==> src/rtl/systolic_feeder.sv <==
// ---------------------------------------------------------------------------
// systolic_feeder
//
// Holds one A tile and one B tile (SIZE x SIZE elements of DW bits each,
// written one element at a time while idle). On i_start, it streams the
// tiles into a SIZE x SIZE systolic MAC array in skewed wavefront order:
// row i of A is delayed i cycles and column j of B is delayed j cycles, with
// a valid flag per lane. It then waits DRAIN cycles for the array to finish
// accumulating and pulses o_done for one cycle.
//
// Ports
//   i_clk        clock, rising edge
//   i_reset      asynchronous active-high reset (clears FSM, outputs, tiles)
//   i_wr_en      write one tile element this cycle (honoured only in IDLE)
//   i_wr_sel     0 = A tile, 1 = B tile
//   i_wr_row     element row index
//   i_wr_col     element column index
//   i_wr_data    element value
//   i_start      begin a feed (honoured only in IDLE)
//   o_busy       high while feeding or draining
//   o_done       one-cycle completion pulse
//   o_a_feed     lane i carries row i of A
//   o_valid_a    per-lane valid for o_a_feed
//   o_b_feed     lane j carries column j of B
//   o_valid_b    per-lane valid for o_b_feed
// ---------------------------------------------------------------------------
module systolic_feeder #(
  parameter int SIZE  = 4,
  parameter int DW    = 8,
  parameter int DRAIN = SIZE + 1
) (
  input  logic                          i_clk,
  input  logic                          i_reset,
  input  logic                          i_wr_en,
  input  logic                          i_wr_sel,
  input  logic [$clog2(SIZE)-1:0]       i_wr_row,
  input  logic [$clog2(SIZE)-1:0]       i_wr_col,
  input  logic [DW-1:0]                 i_wr_data,
  input  logic                          i_start,
  output logic                          o_busy,
  output logic                          o_done,
  output logic [SIZE-1:0][DW-1:0]       o_a_feed,
  output logic [SIZE-1:0]               o_valid_a,
  output logic [SIZE-1:0][DW-1:0]       o_b_feed,
  output logic [SIZE-1:0]               o_valid_b
);

  localparam int IW  = $clog2(SIZE);
  localparam int TW  = $clog2(2 * SIZE);
  localparam int DCW = $clog2(DRAIN + 1);

  typedef enum logic [1:0] {
    S_IDLE,
    S_FEED,
    S_DRAIN,
    S_DONE
  } state_t;

  state_t           r_state;
  state_t           w_state_next;
  logic [TW-1:0]    r_t;
  logic [TW-1:0]    w_t_next;
  logic [DCW-1:0]   r_dcnt;
  logic [DCW-1:0]   w_dcnt_next;

  logic [DW-1:0]    r_a [SIZE][SIZE];
  logic [DW-1:0]    r_b [SIZE][SIZE];

  // Tile contents as they will be after this cycle's write. A write in the
  // same IDLE cycle as i_start must reach the first feed step, which is
  // registered on that same edge, so the write data is bypassed here.
  logic [DW-1:0]    w_a_rd [SIZE][SIZE];
  logic [DW-1:0]    w_b_rd [SIZE][SIZE];

  logic                    w_wr_commit;
  logic [SIZE-1:0][DW-1:0] w_a_feed_next;
  logic [SIZE-1:0][DW-1:0] w_b_feed_next;
  logic [SIZE-1:0]         w_valid_a_next;
  logic [SIZE-1:0]         w_valid_b_next;

  assign w_wr_commit = i_wr_en && (r_state == S_IDLE);

  genvar gi, gk;
  generate
    for (gi = 0; gi < SIZE; gi++) begin : g_row
      for (gk = 0; gk < SIZE; gk++) begin : g_col
        logic w_hit;
        assign w_hit = w_wr_commit && (i_wr_row == IW'(gi)) && (i_wr_col == IW'(gk));
        assign w_a_rd[gi][gk] = (w_hit && !i_wr_sel) ? i_wr_data : r_a[gi][gk];
        assign w_b_rd[gi][gk] = (w_hit &&  i_wr_sel) ? i_wr_data : r_b[gi][gk];
      end
    end
  endgenerate

  // Next-state logic
  always_comb begin
    w_state_next = r_state;
    w_t_next     = r_t;
    w_dcnt_next  = r_dcnt;
    case (r_state)
      S_IDLE: begin
        if (i_start) begin
          w_state_next = S_FEED;
          w_t_next     = '0;
        end
      end
      S_FEED: begin
        if (r_t == TW'(2 * SIZE - 2)) begin
          w_state_next = S_DRAIN;
          w_dcnt_next  = '0;
        end else begin
          w_t_next = r_t + TW'(1);
        end
      end
      S_DRAIN: begin
        if (r_dcnt == DCW'(DRAIN - 1)) begin
          w_state_next = S_DONE;
        end else begin
          w_dcnt_next = r_dcnt + DCW'(1);
        end
      end
      S_DONE: begin
        w_state_next = S_IDLE;
      end
      default: begin
        w_state_next = S_IDLE;
      end
    endcase
  end

  // Skewed feed for the step that will be presented next cycle. Lane i shows
  // element k exactly when step == i + k, which is unique for each lane.
  always_comb begin
    w_a_feed_next  = '0;
    w_b_feed_next  = '0;
    w_valid_a_next = '0;
    w_valid_b_next = '0;
    if (w_state_next == S_FEED) begin
      for (int i = 0; i < SIZE; i++) begin
        for (int k = 0; k < SIZE; k++) begin
          if (w_t_next == TW'(i + k)) begin
            w_a_feed_next[i]  = w_a_rd[i][k];
            w_valid_a_next[i] = 1'b1;
            w_b_feed_next[i]  = w_b_rd[k][i];
            w_valid_b_next[i] = 1'b1;
          end
        end
      end
    end
  end

  // State and output registers
  always_ff @(posedge i_clk or posedge i_reset) begin
    if (i_reset) begin
      r_state   <= S_IDLE;
      r_t       <= '0;
      r_dcnt    <= '0;
      o_busy    <= 1'b0;
      o_done    <= 1'b0;
      o_a_feed  <= '0;
      o_b_feed  <= '0;
      o_valid_a <= '0;
      o_valid_b <= '0;
    end else begin
      r_state   <= w_state_next;
      r_t       <= w_t_next;
      r_dcnt    <= w_dcnt_next;
      o_busy    <= (w_state_next == S_FEED) || (w_state_next == S_DRAIN);
      o_done    <= (w_state_next == S_DONE);
      o_a_feed  <= w_a_feed_next;
      o_b_feed  <= w_b_feed_next;
      o_valid_a <= w_valid_a_next;
      o_valid_b <= w_valid_b_next;
    end
  end

  // Tile buffers
  always_ff @(posedge i_clk or posedge i_reset) begin
    if (i_reset) begin
      for (int i = 0; i < SIZE; i++) begin
        for (int k = 0; k < SIZE; k++) begin
          r_a[i][k] <= '0;
          r_b[i][k] <= '0;
        end
      end
    end else if (w_wr_commit) begin
      if (i_wr_sel) begin
        r_b[i_wr_row][i_wr_col] <= i_wr_data;
      end else begin
        r_a[i_wr_row][i_wr_col] <= i_wr_data;
      end
    end
  end

endmodule

==> config.mk <==
export PLATFORM = sky130hd
export DESIGN_NAME = systolic_feeder
export DESIGN_NICKNAME = d
export VERILOG_FILES = /design/src/rtl/systolic_feeder.sv
export SDC_FILE = /design/constraint.sdc
export NUM_CORES = 1
export LEC_CHECK = 0
export CORE_MARGIN = 3
export CORE_UTILIZATION = 30
export DETAILED_ROUTE_END_ITERATION = 10
export HOLD_SLACK_MARGIN = 0.08
export PLACE_DENSITY = 0.44
export SLEW_MARGIN = 20
export SYNTH_ARGS = -nofsm -noshare
export SYNTH_HDL_FRONTEND = slang
export SYNTH_SLANG_ARGS = --single-unit
==> constraint.sdc <==
create_clock -name i_clk -period 25.9 [get_ports i_clk]
set_input_delay 6.475 -clock i_clk [delete_from_list [all_inputs] [get_ports i_clk]]
set_output_delay 6.475 -clock i_clk [all_outputs]
set_load 0.005 [all_outputs]
==> results of run 1 <==
report_power, final:
| group | switching (uW) | internal (uW) |
|---|---|---|
| registers | 50.3 | 670 |
| clock network | 223 | 374 |
| logic | 502 | 318 |
| total | 776 | 1360 |
worst reg2reg max path: stages (launching register included):
cell	delay, ps
dfrtp_1	410
inv_1	90
ha_1	410
mux2i_2	440
a21boi_4	90
buf_4	310
inv_4	840
nor2_1	150
buf_4	230
nand2_1	490
o221a_1	300
cell families after synthesis:
logic type / synth area share
AND/OR/NAND/NOR: 0.0777
multiplexers: 0.172
flip-flops: 0.561
AO/OA/AOI/OAI: 0.148
adder cells (fa/ha/maj): 0.00756
buffers and inverters: 0.0338
routing by layer:
metal	wire length (um)	vias to the layer above	share of wire	track usage
met5	0	-	0	0
met4	1040	0	0.024	0.0465
met3	1800	60	0.042	0.0325
met2	20000	191	0.47	0.264
met1	20000	5178	0.47	0.227
li1	-	4444	-	-
stage by stage:
stage	power [uW]	hold WS, ps	utilization	setup WS (ps)
finish	2140	479	0.364	16600
global route	2280	493	0.364	16420
CTS	2170	479	0.364	16640
detailed placement	1560	466	0.335	16070
global placement	1550	460	0.335	16070
floorplan	1270	451	-	10170
flip-flops by register name (all words and copies together) (netlist names):
name,flops
o_a_feed,32
o_b_feed,32
o_busy,1
o_done,1
o_valid_b,4
r_a,128
r_b,128
r_dcnt,3
r_state,2
r_t,3
Yosys cell counts, types with 8 or more instances:
cell type and number:
ha_1 9, o211ai_1 8, a22o_1 8, nor3_2 9, nand2_1 38, a21oi_1 38
nand3_1 34, o31ai_1 8, and2_1 17, mux2_2 209, a211o_1 32, o21ai_0 61
nor2_1 19, o21ba_1 16, o2111ai_1 16, mux2i_1 17, clkbuf_1 53, o22ai_1 8
and3_1 27, dfrtp_1 334, inv_1 12, buf_2 33, o221a_1 16, o21a_1 8
a211oi_1 14, nand4_1 9, a21o_1 24, o21ai_1 8, o211a_1 8, o31a_1 8
final cells by class:
cell class / instances / area, um^2 / share of cell area
Sequential cell: 334 / 8360 / 0.469
Multi-Input combinational cell: 727 / 6090 / 0.341
Clock buffer: 62 / 1260 / 0.0705
Timing Repair Buffer: 111 / 1070 / 0.0602
Tap cell: 664 / 831 / 0.0466
Clock inverter: 10 / 156 / 0.00877
Inverter: 15 / 68.8 / 0.00386
Antenna cell: 1 / 2.50 / 0.000140
final timing paths:
| check | to | start | depth (start not counted) | slack, ps |
|---|---|---|---|---|
| max in group asynchronous | o_b_feed[20]$_DFF_PP0_ | i_reset | 3 | 17960 |
| worst min-delay path | r_b[52]$_DFFE_PP0P_ | r_b[52]$_DFFE_PP0P_ | 1 | 480 |
| min in group asynchronous | o_b_feed[14]$_DFF_PP0_ | i_reset | 2 | 6520 |
| worst min register to register | r_b[52]$_DFFE_PP0P_ | r_b[52]$_DFFE_PP0P_ | 1 | 480 |
| worst max register to register | o_b_feed[10]$_DFF_PP0_ | r_state[0]$_DFF_PP0_ | 10 | 22070 |
| worst max-delay path | o_b_feed[10]$_DFF_PP0_ | i_start | 9 | 16600 |
==> impl_metrics.yaml, run 1 <==
run_status:
  status: "finished, final reports clean"
place:
  place_congestion: 0.708
  place_inst: 1851
  placed_area_um2: 16400
  dp_hpwl_um: 24300
  portBuffers: 90
critical_path:
  start_kind: "input pin"
  cp_slowest_cell: "clkdlybuf4s50_1"
  critPathMaxFanout: 64
  worst-path-buf-inv: 4
  cp.arrival_ps: 9720
  crit_path_max_incr_delay_ps: 540
  path_class: "input pin to register"
  worstPathRequired_ps: 26320
  path_delay_family: "buffers and inverters"
  critPathMostFrequentCell: "buf_4"
  end_kind: "register"
  critical_path.cell_chain: "clkdlybuf4s50_1 > mux2i_2 > a21boi_4 > buf_4 > inv_4 > nor2_1 > buf_4 > nand2_1 > o221a_1"
timing:
  post-route-period-util: 0.359
  fin_tns_setup_ps: 0
  drv_slew: 0
  post-route-min-period_ps: 9300
  rsz0062_at_grt: "no"
  setup_viol: 0
  fmax_ghz: 0.108
  fin_worst_skew_ps: 14.3
  worst_pin_slew_ps: 1070
  finalHoldViolCount: 0
  worst_slew_margin_rel: 0.287
detailed_routing:
  antenna_left: 0
  drtIter0Drc: 535
  dr.pass1.iters: 5
  wl_um: 42800
  via_per_inst: 5.13
  avgRoutedWirePerCell_um: 22.3
  vias: 9873
  drc: 0
floorplanning:
  num_rows: 81
  die_x_um: 229
  pin_count: 91
  core_area_um2: 49100
  dieArea_um2: 52400
  die_h_um: 229
  initial_core_util: 0.304
worst_hold_path:
  hold_path.class: "register to register"
job:
  maxCapViolations: 0
logic_synthesis:
  synth_top_area_frac: 0.561
  syn_nets: 1201
  avgSynthCellArea_um2: 12.7
  synthTopCellsByArea: "dfrtp_1 (56%), mux2_2 (16%), o21ai_0 (2.0%)"
  yosysTopAreaCell: "dfrtp_1"
  ys_seq_elements: 334
  syn-instance-count: 1175
  async_flop_share: 1.00
  synth-main-ff-cell: "dfrtp_1"
  syn_area_um2: 14900
  synth_edf_count: 0
  ys_seq_area_frac: 0.561
  synthDistinctLibCells: 63
  yosys_warnings: 0
clock_tree:
  h-tree-depth: 2
  clockBufferDepth: 3
  clk_latency_ps: 550
  clkTransAtPathRegs_ps: 60
  numCtsBuffers: 41
  postCtsHoldBufs: 0
  cts.sinks: 334
  cts_setup_buffers: 0
  cts_tree: "done"
  cts_resized: 0
  root_buffer: "clkbuf_16"
global_routing:
  grt_pass1_vias: 10534
  grtUsageTotal: 0.165
  grt.overflow.total: 0
  grt_max_degree: 152
  grt_pass1_wl_um: 67300
  antenna_found_initial: 0
power:
  power.density_nw_per_um2: 120
  vdd_ir_drop_max_mv: 0.0848
  p_leak_uw: 0.00849
cells_and_area:
  nFillCells: 4824
  fin_cells: 1924
  drive_gt1_frac: 0.264
  area_delta_synth_final_pct: 19.7
  layout_common_cells: "dfrtp_1 (334), mux2_2 (209), clkdlybuf4s50_1 (90), o21ai_0 (61), clkbuf_16 (43)"
  final_common_cell: "dfrtp_1"
  finalNetCount: 1256
  finalInstanceArea_um2: 17800
No activity file was read; power rests on OpenSTA's default activity.
==> run 2, diff against run 1 <==
- clock period: 25.9 -> 8.85 ns (I/O delays scaled with it)
==> run 2 against run 1 <==
Effect of this change: clock skew up 6.7 ps; via count shrank 0.18%; register-to-register slack lost 17000 ps; utilization fell by 0.30 points; non-clock buffer count is 3 higher; final cell count rose by 0.10%; sequential cell count unchanged; wire length is 1.5% higher; total power rose to 2.9 times the previous value; critical endpoint is now o_a_feed[21]$_DFF_PP0_; largest power group unchanged; highest routed layer unchanged.
==> impl_metrics.yaml, run 2 (synthesized netlist as in run 1, its figures left out) <==
timing:
  rsz0062_at_grt: "no"
  setup_viol: 0
  fmax_ghz: 0.203
  finalHoldViolCount: 0
  worst_slew_margin_rel: 0.327
  worst_pin_slew_ps: 1000
  drv_slew: 0
  fin_tns_setup_ps: 0
  post-route-min-period_ps: 4920
  fin_worst_skew_ps: 21.0
  post-route-period-util: 0.556
global_routing:
  grt.overflow.total: 0
  grt_pass1_wl_um: 68000
  antenna_found_initial: 0
  grt_pass1_vias: 10598
  grt_max_degree: 132
  grtUsageTotal: 0.167
floorplanning:
  initial_core_util: 0.304
  dieArea_um2: 52400
  core_area_um2: 49100
  pin_count: 91
  num_rows: 81
  die_h_um: 229
  die_x_um: 229
critical_path:
  path_class: "input pin to register"
  start_kind: "input pin"
  reg2reg_slack_ps: 5090
  end_kind: "register"
  reg2reg_from: "r_state[0]$_DFF_PP0_"
  startpoint: "i_start"
  worstPathRequired_ps: 9270
  critPathMaxFanout: 55
  r2r-end: "o_a_feed[21]$_DFF_PP0_"
  ff2ff_path_depth: 9
  cp.arrival_ps: 5340
clock_tree:
  clkTransAtPathRegs_ps: 60
  clk_latency_ps: 560
  h-tree-depth: 2
  cts.sinks: 334
  cts_setup_buffers: 0
  clockBufferDepth: 3
  root_buffer: "clkbuf_16"
  postCtsHoldBufs: 0
  numCtsBuffers: 40
  cts_resized: 0
  cts_tree: "done"
job:
  maxCapViolations: 0
detailed_routing:
  avgRoutedWirePerCell_um: 22.6
  drtIter0Drc: 614
  drc: 0
  via_per_inst: 5.12
  dr.pass1.iters: 5
  vias: 9855
  antenna_left: 0
  wl_um: 43400
place:
  place_congestion: 0.752
  dp_hpwl_um: 25000
  placed_area_um2: 16400
  portBuffers: 90
cells_and_area:
  reg_top3: "r_a x128, r_b x128"
  area_delta_synth_final_pct: 18.7
  finalNetCount: 1258
  drive_gt1_frac: 0.262
  finalInstanceArea_um2: 17700
  antenna_cells: 0
  layout_common_cells: "dfrtp_1 (334), mux2_2 (209), clkdlybuf4s50_1 (90), o21ai_0 (61), clkbuf_16 (41)"
  final_common_cell: "dfrtp_1"
worst_hold_path:
  holdPathStages: 1
  whs_endpoint: "r_b[73]$_DFFE_PP0P_"
  min_from: "r_b[73]$_DFFE_PP0P_"
  hold_path.class: "register to register"
power:
  p_switching_uw: 2310
  vdd_ir_drop_max_mv: 0.188
  p_seq_frac: 0.344
  clockPowerShare: 0.259
  power.total_uw: 6120
  comb_power_share: 0.397
  switching_share: 0.377
  power.internal_uw: 3810
  power.density_nw_per_um2: 346
  p_leak_uw: 0.00842
run_status:
  status: "finished, final reports clean"
run 2: changes by cell type in the layout (fill, tap and decap cells not counted), sizes merged:
cell | before | now
buf | 21 | 24
bufinv | 4 | 0
clkinv | 4 | 7
diode | 1 | 0
inv | 16 | 17
run 2: critical path, stage by stage:
cell and delay, ps:
clkdlybuf4s50_1 480, mux2i_2 370, a32oi_4 60, buf_4 360
inv_4 590, nand3_1 740, o21ai_0 390, a21oi_1 70
run 2: per-stage QoR:
step | setup WS (ps) | hold slack, ps | instances | util
2_1_floorplan | 2170 | 451 | 1175 | -
3_3_place_gp | 3440 | 460 | 1853 | 0.335
3_5_place_dp | 3390 | 467 | 1853 | 0.335
4_1_cts | 3970 | 480 | 1925 | 0.360
5_1_grt | 3610 | 488 | 1926 | 0.361
6_report | 3930 | 479 | 1926 | 0.361
run 2: worst max-delay path by stage:
stage	slack, ps	endpoint
finish	3930	o_a_feed[21]$_DFF_PP0_
global route	3610	o_a_feed[22]$_DFF_PP0_
CTS	3970	o_a_feed[19]$_DFF_PP0_
detailed placement	3390	o_a_feed[19]$_DFF_PP0_
global placement	3440	o_a_feed[20]$_DFF_PP0_
floorplan	2170	o_a_feed[0]$_DFF_PP0_
run 2: power by group through the flow:
stage	clock, uW	sequential, uW	combinational [uW]
5_1_grt	1700	2160	2660
4_1_cts	1640	2120	2470
3_5_place_dp	0	2140	2460
2_1_floorplan	0	2100	1610
6_report	1580	2110	2430
3_3_place_gp	0	2130	2440
run 2: metal layers:
layer  global-route usage  part of all wire  wire length (um)  vias up
li1                     -                 -                 -     4454
met1                0.235              0.48             20700     5166
met2                0.270              0.47             20400      179
met3               0.0265             0.036              1560       56
met4               0.0453             0.018               796        0
met5                    0                 0                 0        -
run 2: cell type report:
| type | instances | area (um^2) |
|---|---|---|
| Clock inverter | 10 | 63.8 |
| Clock buffer | 62 | 1180 |
| Timing Repair Buffer | 114 | 1100 |
| Fill cell | 4831 | 31400 |
| Inverter | 15 | 65.1 |
| Multi-Input combinational cell | 727 | 6090 |
| Tap cell | 664 | 831 |
| Sequential cell | 334 | 8360 |
